**src/rtl/circle_chase_ctrl.sv**
```systemverilog
// circle_chase_ctrl: walks a lit circle around the HEX0..HEX(N-1) ring.
// Position p runs 0..2N-1; p<N is the upper circle (right-to-left),
// p>=N the lower circle coming back. A prescaler sets the step rate,
// and a debounced pause key toggles between RUN and PAUSE.
// Optional build macro: CIRCLE_CHASE_BOUNCE_EN (ping-pong instead of wrap).
//
// state   | meaning
// S_IDLE  | disabled; position and prescaler held at 0
// S_RUN   | prescaler counting; position advances on terminal count
// S_PAUSE | prescaler and position frozen until the next key press
module circle_chase_ctrl #(
    parameter int unsigned NUM_DIGITS = 6,
    parameter int unsigned BASE_TICKS = 12_500_000,
    parameter int unsigned DEB_TICKS  = 500_000
) (
    input  logic       clk_i,
    input  logic       rst_ni,
    input  logic       en_i,
    input  logic       dir_i,
    input  logic [1:0] speed_i,
    input  logic       pause_ni,
    output logic [2:0] row_index_o,
    output logic       column_index_o,
    output logic       step_o,
    output logic       lap_o,
    output logic       running_o
);

    localparam int unsigned RING_LEN = 2 * NUM_DIGITS;
    localparam int unsigned PW       = $clog2(RING_LEN);
    localparam int unsigned CW       = $clog2(BASE_TICKS);
    localparam int unsigned DW       = $clog2(DEB_TICKS + 1);

    localparam logic [PW-1:0] P_LAST  = PW'(RING_LEN - 1);
    localparam logic [PW-1:0] P_UPPER = PW'(NUM_DIGITS);

    localparam logic [1:0] S_IDLE  = 2'd0;
    localparam logic [1:0] S_RUN   = 2'd1;
    localparam logic [1:0] S_PAUSE = 2'd2;

    logic [1:0]    en_sync_q;
    logic [1:0]    pause_sync_q;
    logic          en_s;
    logic          pause_s;

    logic [DW-1:0] deb_cnt_q, deb_cnt_d;
    logic          key_q, key_d;
    logic          press;

    logic [1:0]    state_q, state_d;
    logic [PW-1:0] p_q, p_d;
    logic [CW-1:0] cnt_q, cnt_d;
    logic          step_q, step_d;
    logic          lap_q, lap_d;
    logic [2:0]    row_q, row_d;
    logic          col_q, col_d;

    logic [31:0]   period_m1;
    logic          tc;
    logic [PW-1:0] p_step;
    logic          lap_step;

`ifdef CIRCLE_CHASE_BOUNCE_EN
    logic          dir_q, dir_d;
    logic          dir_step;
`endif

    // Two-flop synchronizers; the pause key idles high (released).
    always_ff @(posedge clk_i or negedge rst_ni) begin
        if (!rst_ni) begin
            en_sync_q    <= 2'b00;
            pause_sync_q <= 2'b11;
        end else begin
            en_sync_q    <= {en_sync_q[0], en_i};
            pause_sync_q <= {pause_sync_q[0], pause_ni};
        end
    end

    assign en_s    = en_sync_q[1];
    assign pause_s = pause_sync_q[1];

    // Debounce: a new key level is accepted after DEB_TICKS differing samples in a row.
    always_comb begin
        deb_cnt_d = deb_cnt_q;
        key_d     = key_q;
        press     = 1'b0;
        if (pause_s == key_q) begin
            deb_cnt_d = '0;
        end else if (32'(deb_cnt_q) >= DEB_TICKS - 1) begin
            deb_cnt_d = '0;
            key_d     = pause_s;
            press     = ~pause_s;
        end else begin
            deb_cnt_d = deb_cnt_q + DW'(1);
        end
    end

    // Terminal count uses >= so a mid-count speed-up fires on the next cycle.
    assign period_m1 = (32'(BASE_TICKS) >> speed_i) - 32'd1;
    assign tc        = (32'(cnt_q) >= period_m1);

    // Next ring position for a step, plus lap/reversal flag.
    always_comb begin
        p_step   = p_q;
        lap_step = 1'b0;
`ifdef CIRCLE_CHASE_BOUNCE_EN
        dir_step = dir_q;
        if (dir_q) begin
            if (p_q == '0) begin
                // only reachable when started backward from p=0: bounce off the end
                p_step   = PW'(1);
                dir_step = 1'b0;
                lap_step = 1'b1;
            end else begin
                p_step = p_q - PW'(1);
                if (p_q == PW'(1)) begin
                    dir_step = 1'b0;
                    lap_step = 1'b1;
                end
            end
        end else begin
            p_step = p_q + PW'(1);
            if (p_q == P_LAST - PW'(1)) begin
                dir_step = 1'b1;
                lap_step = 1'b1;
            end
        end
`else
        if (dir_i) begin
            if (p_q == '0) begin
                p_step   = P_LAST;
                lap_step = 1'b1;
            end else begin
                p_step = p_q - PW'(1);
            end
        end else begin
            if (p_q == P_LAST) begin
                p_step   = '0;
                lap_step = 1'b1;
            end else begin
                p_step = p_q + PW'(1);
            end
        end
`endif
    end

    // Sequencer FSM: loss of enable beats a simultaneous press.
    always_comb begin
        state_d = state_q;
        p_d     = p_q;
        cnt_d   = cnt_q;
        step_d  = 1'b0;
        lap_d   = 1'b0;
`ifdef CIRCLE_CHASE_BOUNCE_EN
        dir_d   = dir_q;
`endif
        case (state_q)
            S_IDLE: begin
                p_d   = '0;
                cnt_d = '0;
                if (en_s) begin
                    state_d = S_RUN;
`ifdef CIRCLE_CHASE_BOUNCE_EN
                    dir_d   = dir_i;
`endif
                end
            end
            S_RUN: begin
                if (!en_s) begin
                    state_d = S_IDLE;
                    p_d     = '0;
                    cnt_d   = '0;
                end else if (press) begin
                    state_d = S_PAUSE;
                end else if (tc) begin
                    cnt_d  = '0;
                    step_d = 1'b1;
                    p_d    = p_step;
                    lap_d  = lap_step;
`ifdef CIRCLE_CHASE_BOUNCE_EN
                    dir_d  = dir_step;
`endif
                end else begin
                    cnt_d = cnt_q + CW'(1);
                end
            end
            S_PAUSE: begin
                if (!en_s) begin
                    state_d = S_IDLE;
                    p_d     = '0;
                    cnt_d   = '0;
                end else if (press) begin
                    state_d = S_RUN;
                end
            end
            default: begin
                state_d = S_IDLE;
                p_d     = '0;
                cnt_d   = '0;
            end
        endcase
    end

    // Map the next position onto (row, column) so outputs move with step_o.
    always_comb begin
        if (p_d < P_UPPER) begin
            row_d = 3'(p_d);
            col_d = 1'b0;
        end else begin
            row_d = 3'(P_LAST - p_d);
            col_d = 1'b1;
        end
    end

    // State and output registers.
    always_ff @(posedge clk_i or negedge rst_ni) begin
        if (!rst_ni) begin
            deb_cnt_q <= '0;
            key_q     <= 1'b1;
            state_q   <= S_IDLE;
            p_q       <= '0;
            cnt_q     <= '0;
            step_q    <= 1'b0;
            lap_q     <= 1'b0;
            row_q     <= 3'd0;
            col_q     <= 1'b0;
`ifdef CIRCLE_CHASE_BOUNCE_EN
            dir_q     <= 1'b0;
`endif
        end else begin
            deb_cnt_q <= deb_cnt_d;
            key_q     <= key_d;
            state_q   <= state_d;
            p_q       <= p_d;
            cnt_q     <= cnt_d;
            step_q    <= step_d;
            lap_q     <= lap_d;
            row_q     <= row_d;
            col_q     <= col_d;
`ifdef CIRCLE_CHASE_BOUNCE_EN
            dir_q     <= dir_d;
`endif
        end
    end

    assign row_index_o    = row_q;
    assign column_index_o = col_q;
    assign step_o         = step_q;
    assign lap_o          = lap_q;
    assign running_o      = (state_q == S_RUN);

endmodule
```
**config.mk**
```make
export PLATFORM = sky130hd
export DESIGN_NAME = circle_chase_ctrl
export DESIGN_NICKNAME = d
export VERILOG_FILES = /design/src/rtl/circle_chase_ctrl.sv
export SDC_FILE = /design/constraint.sdc
export NUM_CORES = 1
export LEC_CHECK = 0
export CAP_MARGIN = 40
export CORE_MARGIN = 3
export CORE_UTILIZATION = 25
export DETAILED_ROUTE_END_ITERATION = 10
export SYNTH_ARGS = -nofsm -noshare
export SYNTH_HDL_FRONTEND = slang
export SYNTH_SLANG_ARGS = --single-unit
```
**constraint.sdc**
```tcl
create_clock -name clk_i -period 4.6 [get_ports clk_i]
set_clock_uncertainty 0.15 [all_clocks]
set_input_delay 0.69 -clock clk_i [delete_from_list [all_inputs] [get_ports clk_i]]
set_output_delay 0.69 -clock clk_i [all_outputs]
set_load 0.01 [all_outputs]
```
==> results of run 1 <==
power by group:
| part | internal, mW | switching [mW] |
|---|---|---|
| clock | 0.432 | 0.219 |
| sequential | 0.532 | 0.0118 |
| combinational | 0.0534 | 0.0961 |
| total | 1.02 | 0.327 |
logic make-up (layout without fill, tap and decap cells):
group                    count (synthesis)  in the layout  synth area share
buffers and inverters                   31             53            0.0363
XOR/XNOR                                38             38            0.0936
AND/OR/NAND/NOR                        161            161             0.224
other                                    2              4           0.00211
adder cells (fa/ha/maj)                 27             27            0.0950
AO/OA/AOI/OAI                           62             62             0.126
flip-flops                              59             59             0.416
multiplexers                             2              2           0.00634
state kept, by name, indices dropped and copies added (netlist names):
signal,flops
column_index_o,1
deb_cnt_q,19
state_q,2
lap_o,1
step_o,1
key_q,1
pause_sync_q,2
p_q,4
row_index_o,2
cnt_q,24
en_sync_q,2
routing by layer:
| metal | up-vias | share of wire | global-route usage |
|---|---|---|---|
| met1 | 1295 | 0.47 | 0.122 |
| met4 | 0 | 0.011 | 0.0281 |
| li1 | 1357 | - | - |
| met5 | - | 0 | 0 |
| met2 | 51 | 0.49 | 0.171 |
| met3 | 8 | 0.033 | 0.0273 |
final cells by class:
class                   count  area (µm²)
repair buffers             16         145
clock buffers              13         250
clock inverters             3        40.0
multi-input cells         294        1950
flip-flops and latches     59        1480
well taps                 176         220
fillers                  1424        9390
inverters                  21        78.8
worst paths after layout:
path | start | end | slack, ns | cells past startpoint
worst max-delay path | speed_i[0] | row_index_o[0] | 0.75 | 14
worst min-delay path | rst_ni | cnt_q[3] | 0.14 | 1
worst max register to register | deb_cnt_q[10] | cnt_q[15] | 1.62 | 9
worst min register to register | en_sync_q[0] | en_sync_q[1] | 0.21 | 0
max in group asynchronous | rst_ni | pause_sync_q[0] | 3.26 | 2
min in group clk_i | en_sync_q[0] | en_sync_q[1] | 0.21 | 0
per-stage QoR:
step                      total power [mW]  area [µm²]
final                                 1.34        4170
after global routing                  1.41        4170
after CTS                             1.36        4170
after detailed placement             0.702        3880
after global placement               0.696        3870
after floorplan                      0.649        3560
critical path, stage by stage:
cell and delay [ns]:
clkdlybuf4s50_1 0.60, inv_1 0.13, nor2_1 0.26, inv_1 0.08, ha_1 0.31, a21oi_1 0.07
a21oi_1 0.15, a211oi_1 0.07, nor3_1 0.42, o21ai_4 0.14, nor2_2 0.21, a2bb2oi_1 0.17
or4b_1 0.54, o211ai_1 0.10
cell usage after synthesis (all sizes together) (3+ instances only):
cell type / instances / area, µm²
nand2: 35 / 131
dfstp: 3 / 78.8
nor2: 56 / 213
clkbuf: 4 / 15.0
nand3: 21 / 105
a31oi: 3 / 18.8
and2: 3 / 18.8
nor3: 7 / 46.3
o31ai: 4 / 43.8
inv: 21 / 78.8
xor2: 29 / 254
xnor2: 9 / 78.8
nor2b: 4 / 32.5
o21ai: 17 / 100
buf: 6 / 35.0
dfrtp: 56 / 1400
a21oi: 19 / 98.9
nor4: 4 / 40.0
nand4: 12 / 75.1
ha: 27 / 338
o211ai: 3 / 22.5
and3: 8 / 50.1
==> impl_results.md, run 1 <==
- Initial detailed-routing violation count: 167
- Post-CTS Setup Bufs: 0
- Clock Pin Slew Worst Setup and Hold Paths: 0.05 ns
- WP data arrival: 3.94 ns
- P_leak: 1.82 nW
- DRC Markers: 0
- Final setup fails: 0
- RSZ-0062 raised after global routing: no
- Final Util: 0.307
- Initial antenna violation count: 0
- Asr flop ratio synth: 1.00
- Height of the die: 125 µm
- First-pass GRT wire length: 13000 µm
- Pre-Repair DR Iteration Count: 5
- Post-Layout Cell Count: 582
- Layout cells sized above 1: 0.0862
- P&R area growth vs syn: 17.2%
- DIE AREA: 15700 µm²
- Worst-Margin Slew: 0.811 ns
- FMAX: 0.260 GHz
- Vias in the first global route: 2783
- Pwr dens: 323 nW/µm²
- Max transition margin: 0.455
- Num CTS Buffers: 9
- Worst hold slack: 0.139 ns
- Vias/cell: 4.66
- Worst VDD drop: 176 µV
- Sequential share of the synthesized area: 0.416
- H-tree levels: 3
- Min Tclk post-route: 3.85 ns
- Setup crit end kind: flip-flop
- Final Hold Viols: 0
- Drt total wl: 7310 µm
- Root buf cell: clkbuf_16
- N_diodes: 0
- Number of port buffers: 13
- Mapped Cells: 382
- TNS Setup: 0 ns
- Max Cap Viol: 0
- Total number of yosys warnings: 0
- Std cell rows: 42
- Slew Limit Fails: 0
- Cts hold-fix bufs: 0
- Post-cts sizing count: 0
- CP required: 4.69 ns
- Post-synth cell types: 57
- Longest Clk Path Bufs: 2
- Average size of a mapped cell: 9.31 µm²
- Total GRT Usage: 0.0990
- Final HPWL DP: 5310 µm
- Post-synthesis cell area: 3550 µm²
- Via count: 2711
- Antenna viol nets, final: 0
- Final Wtd Congestion: 0.824
- Post-route clock period utilization: 0.837
- Most used cells in the layout excluding fill and tap cells: dfrtp_1 (56), nor2_1 (55), nand2_1 (35)
- Wire length per cell: 12.6 µm
- Post-synth EDFFs: 0
- Initial Util: 0.262
- Startpoint types: input pin
- Pin count of the biggest net entering global routing: 45
- I/O Pins: 14
- Setup Crit Path Kind: input pin to flip-flop
- GR Overflow Total: 0
- CORE AREA: 13600 µm²
- Die W: 125 µm
- Pre-CTS WS: 0.428 ns
- FF+latch count, synth: 59
- Worst min path class: input pin to async pin
- Final net count: 435
- Most common cell after layout, fill and taps aside: dfrtp_1
- Setup WS post-layout: 0.748 ns
- Later-pin clock latency in the skew report: 0.32 ns
- Crit path max fanout: 5
- Placed Cells: 566
- CTS Sinks: 59
- Status: finished clean
- CTS tree: done
- Most used DFF post-synth: dfrtp_1
Note: power is estimated with default switching activity, not from simulation.
==> run 2: changes to the inputs <==
==> constraint.sdc (replaced) <==
create_clock -name clk_i -period 3.15 [get_ports clk_i]
set_clock_uncertainty 0.15 [all_clocks]
set_input_delay 0.4725 -clock clk_i [delete_from_list [all_inputs] [get_ports clk_i]]
set_output_delay 0.4725 -clock clk_i [all_outputs]
set_load 0.01 [all_outputs]
==> run 2 against run 1 <==
- first-iteration DRC count is 26% lower
- critical path depth is 2 higher
- final area up 5.1%
- count of clock-buffer cells in the layout down 2
- routed wire length up 0.92%
- utilization rose by 1.6 points
- sequential cell count is the same
- die area unchanged
- global-route usage is 0.37 points higher
- clock power up 72%
- non-clock buffer count is 17 higher
- critical path type unchanged
- critical endpoint unchanged
==> impl_results.md, run 2 (synthesis results as in run 1) <==
- Status: finished clean
- Final Cell Area: 4380 µm² (+5.1%)
- Placed Instance Area: 4010 µm² (+3.3%)
- Critical path depth: 16 (+2)
- H-tree levels: 3 (unchanged)
- Slew Limit Fails: 0 (unchanged)
- Sw frac: 0.230 (-0.0130)
- Final net count: 452 (+3.9%)
- P&R area growth vs syn: 23.2%
- Pin count of the biggest net entering global routing: 60 (+33%)
- Routed met3 length: 287 µm (+20%)
- Comb pwr share: 0.110 (about the same)
- Num CTS Buffers: 9 (unchanged)
- Crit-path cells: dlygate4sd2_1 -> inv_2 -> nor2_4 -> buf_4 -> ha_1 -> a21oi_1 -> o21ai_0 -> a211oi_2 -> nor3_1 -> buf_4 -> o21ai_4 -> nor2_4 -> buf_4 -> o2bb2ai_2 -> or4b_1 -> o211ai_1
- Most frequent CP cell: buf_4
- Final setup fails: 0 (unchanged)
- DRC Markers: 0 (unchanged)
- Antenna viol nets, final: 0 (unchanged)
- Root buf cell: clkbuf_16
- Max transition margin: 0.500 (+0.0442)
- Initial antenna violation count: 0 (unchanged)
- Total GRT Usage: 0.103 (+0.00371)
- Startpoint types: input pin
- Post-route clock period utilization: 0.947
- Min Tclk post-route: 2.98 ns
- Cts hold-fix bufs: 0 (unchanged)
- WP data arrival: 3.08 ns (-0.86 ns)
- Final HPWL DP: 5330 µm (+0.50%)
- First-pass GRT wire length: 13300 µm (+2.3%)
- CORE AREA: 13600 µm² (unchanged)
- M1 WL: 3610 µm (+5.4%)
- CP max-delay cell: or4b_1
- Vias in the first global route: 2780 (-0.11%)
- FMAX: 0.335 GHz
- Pwr dens: 492 nW/µm² (+52%)
- Height of the die: 125 µm (unchanged)
- Top Layer Used: met4
- CTS tree: done
- Longest Clk Path Bufs: 2 (unchanged)
- Top flop regs: cnt_q (24), deb_cnt_q (19), p_q (4)
- Worst Path Buf+Inv: 5 (+2)
- Most used cells in the layout excluding fill and tap cells: dfrtp_1 (56), nor2_1 (54), nand2_1 (34)
- P_leak: 1.94 nW (+6.7%)
- CP required: 3.25 ns (-1.44 ns)
- Later-pin clock latency in the skew report: 0.33 ns (about the same)
- RSZ-0062 raised after global routing: no
- N_diodes: 0 (unchanged)
- Die W: 125 µm (unchanged)
- Via count: 2732 (+0.77%)
- Max reg flops: 24 (unchanged)
- Top delay family on crit path: compound AO/OA/AOI/OAI gates
- Final Wtd Congestion: 0.857 (+3.9%)
- GR Overflow Total: 0 (unchanged)
- Slowest cell delay on critical path: 0.47 ns (-0.13 ns)
- Initial Util: 0.262 (unchanged)
- I/O Pins: 14 (unchanged)
- Max Cap Viol: 0 (unchanged)
- R2R setup slack: 0.28 ns (-1.34 ns)
- Clock Pin Slew Worst Setup and Hold Paths: 0.05 ns (about the same)
- Worst-Margin Slew: 0.751 ns (-0.0609 ns)
- Worst hold slack: 0.156 ns (+0.0164 ns)
- Worst R2R Path Depth: 10 (+1)
- Flop pwr share: 0.369 (-0.036)
- DIE AREA: 15700 µm² (unchanged)
- Wire length per cell: 12.3 µm (-1.9%)
- Setup crit end kind: flip-flop
- Final Hold Viols: 0 (unchanged)
- Std cell rows: 42 (unchanged)
- Number of port buffers: 13 (unchanged)
- Setup Crit Path Kind: input pin to flip-flop
- Largest Register: cnt_q
- Layout cells sized above 1: 0.142 (+0.0556)
- Sw power: 0.496 mW (+52%)
- Drt total wl: 7370 µm (+0.92%)
- Worst min path class: input pin to async pin
- Met2 wirelength from detailed routing: 3420 µm (-4.0%)
- CTS Sinks: 59 (unchanged)
- Vias/cell: 4.56 (-2.1%)
- Initial detailed-routing violation count: 124 (-26%)
- Int Pwr: 1.66 mW (+63%)
- Worst VDD drop: 282 µV (+60%)
- Most common cell after layout, fill and taps aside: dfrtp_1
- Pre-Repair DR Iteration Count: 4 (-1)
- Clock Power Share: 0.521 (+0.037)
- Crit path max fanout: 5 (unchanged)
[run 2: metrics by stage]
stage	instances	total power [mW]	worst slack, ns	utilization	TNS (ns)
floorplan	384	0.948	0.157	-	0
global placement	582	1.03	-0.411	0.295	-3.11
detailed placement	583	1.03	-0.471	0.295	-4.05
CTS	599	2.19	0.153	0.323	0
global route	599	2.26	0.0160	0.323	0
finish	599	2.15	0.167	0.323	0
[run 2: area by class of cell]
| class | instances | area [µm²] |
|---|---|---|
| Fill cell | 1392 | 9180 |
| Timing Repair Buffer | 33 | 270 |
| Inverter | 21 | 78.8 |
| Clock inverter | 5 | 100 |
| Sequential cell | 59 | 1480 |
| Tap cell | 176 | 220 |
| Multi-Input combinational cell | 294 | 1990 |
| Clock buffer | 11 | 243 |
[run 2: power groups by stage]
stage / Clock [mW] / Combinational [mW] / Sequential (mW)
after floorplan: 0 / 0.145 / 0.803
after global placement: 0 / 0.222 / 0.806
after detailed placement: 0 / 0.228 / 0.806
after CTS: 1.16 / 0.237 / 0.794
after global routing: 1.19 / 0.267 / 0.796
final: 1.12 / 0.236 / 0.794
[run 2: timing repair]
item,4_1_cts,5_1_grt
pin swaps,5,1
setup buffers,0,0
cloned,0,0
setup endpoints to repair,3,1
resized for setup,12,0
[run 2: worst paths after layout]
path                               from             end
min reg2reg                en_sync_q[0]    en_sync_q[1]
min in group clk_i         en_sync_q[0]    en_sync_q[1]
max reg2reg                   cnt_q[13]  row_index_o[0]
max                          speed_i[1]  row_index_o[0]
min                              rst_ni       cnt_q[23]
max in group asynchronous        rst_ni   deb_cnt_q[14]
[run 2: layer usage]
layer | vias up | track usage
met1 | 1308 | 0.132
met4 | 0 | 0.0198
li1 | 1392 | -
met2 | 25 | 0.166
met3 | 7 | 0.0397
met5 | - | 0
[run 2: worst register-to-register path: stages, from the launching register on]
cell and delay [ns]:
dfrtp_1 0.42, ha_1 0.32, a311o_1 0.36, a2111oi_4 0.31
o21ai_2 0.13, o21ai_4 0.23, nor2_4 0.07, buf_4 0.14
o2bb2ai_2 0.11, or4b_1 0.47, o211ai_1 0.09
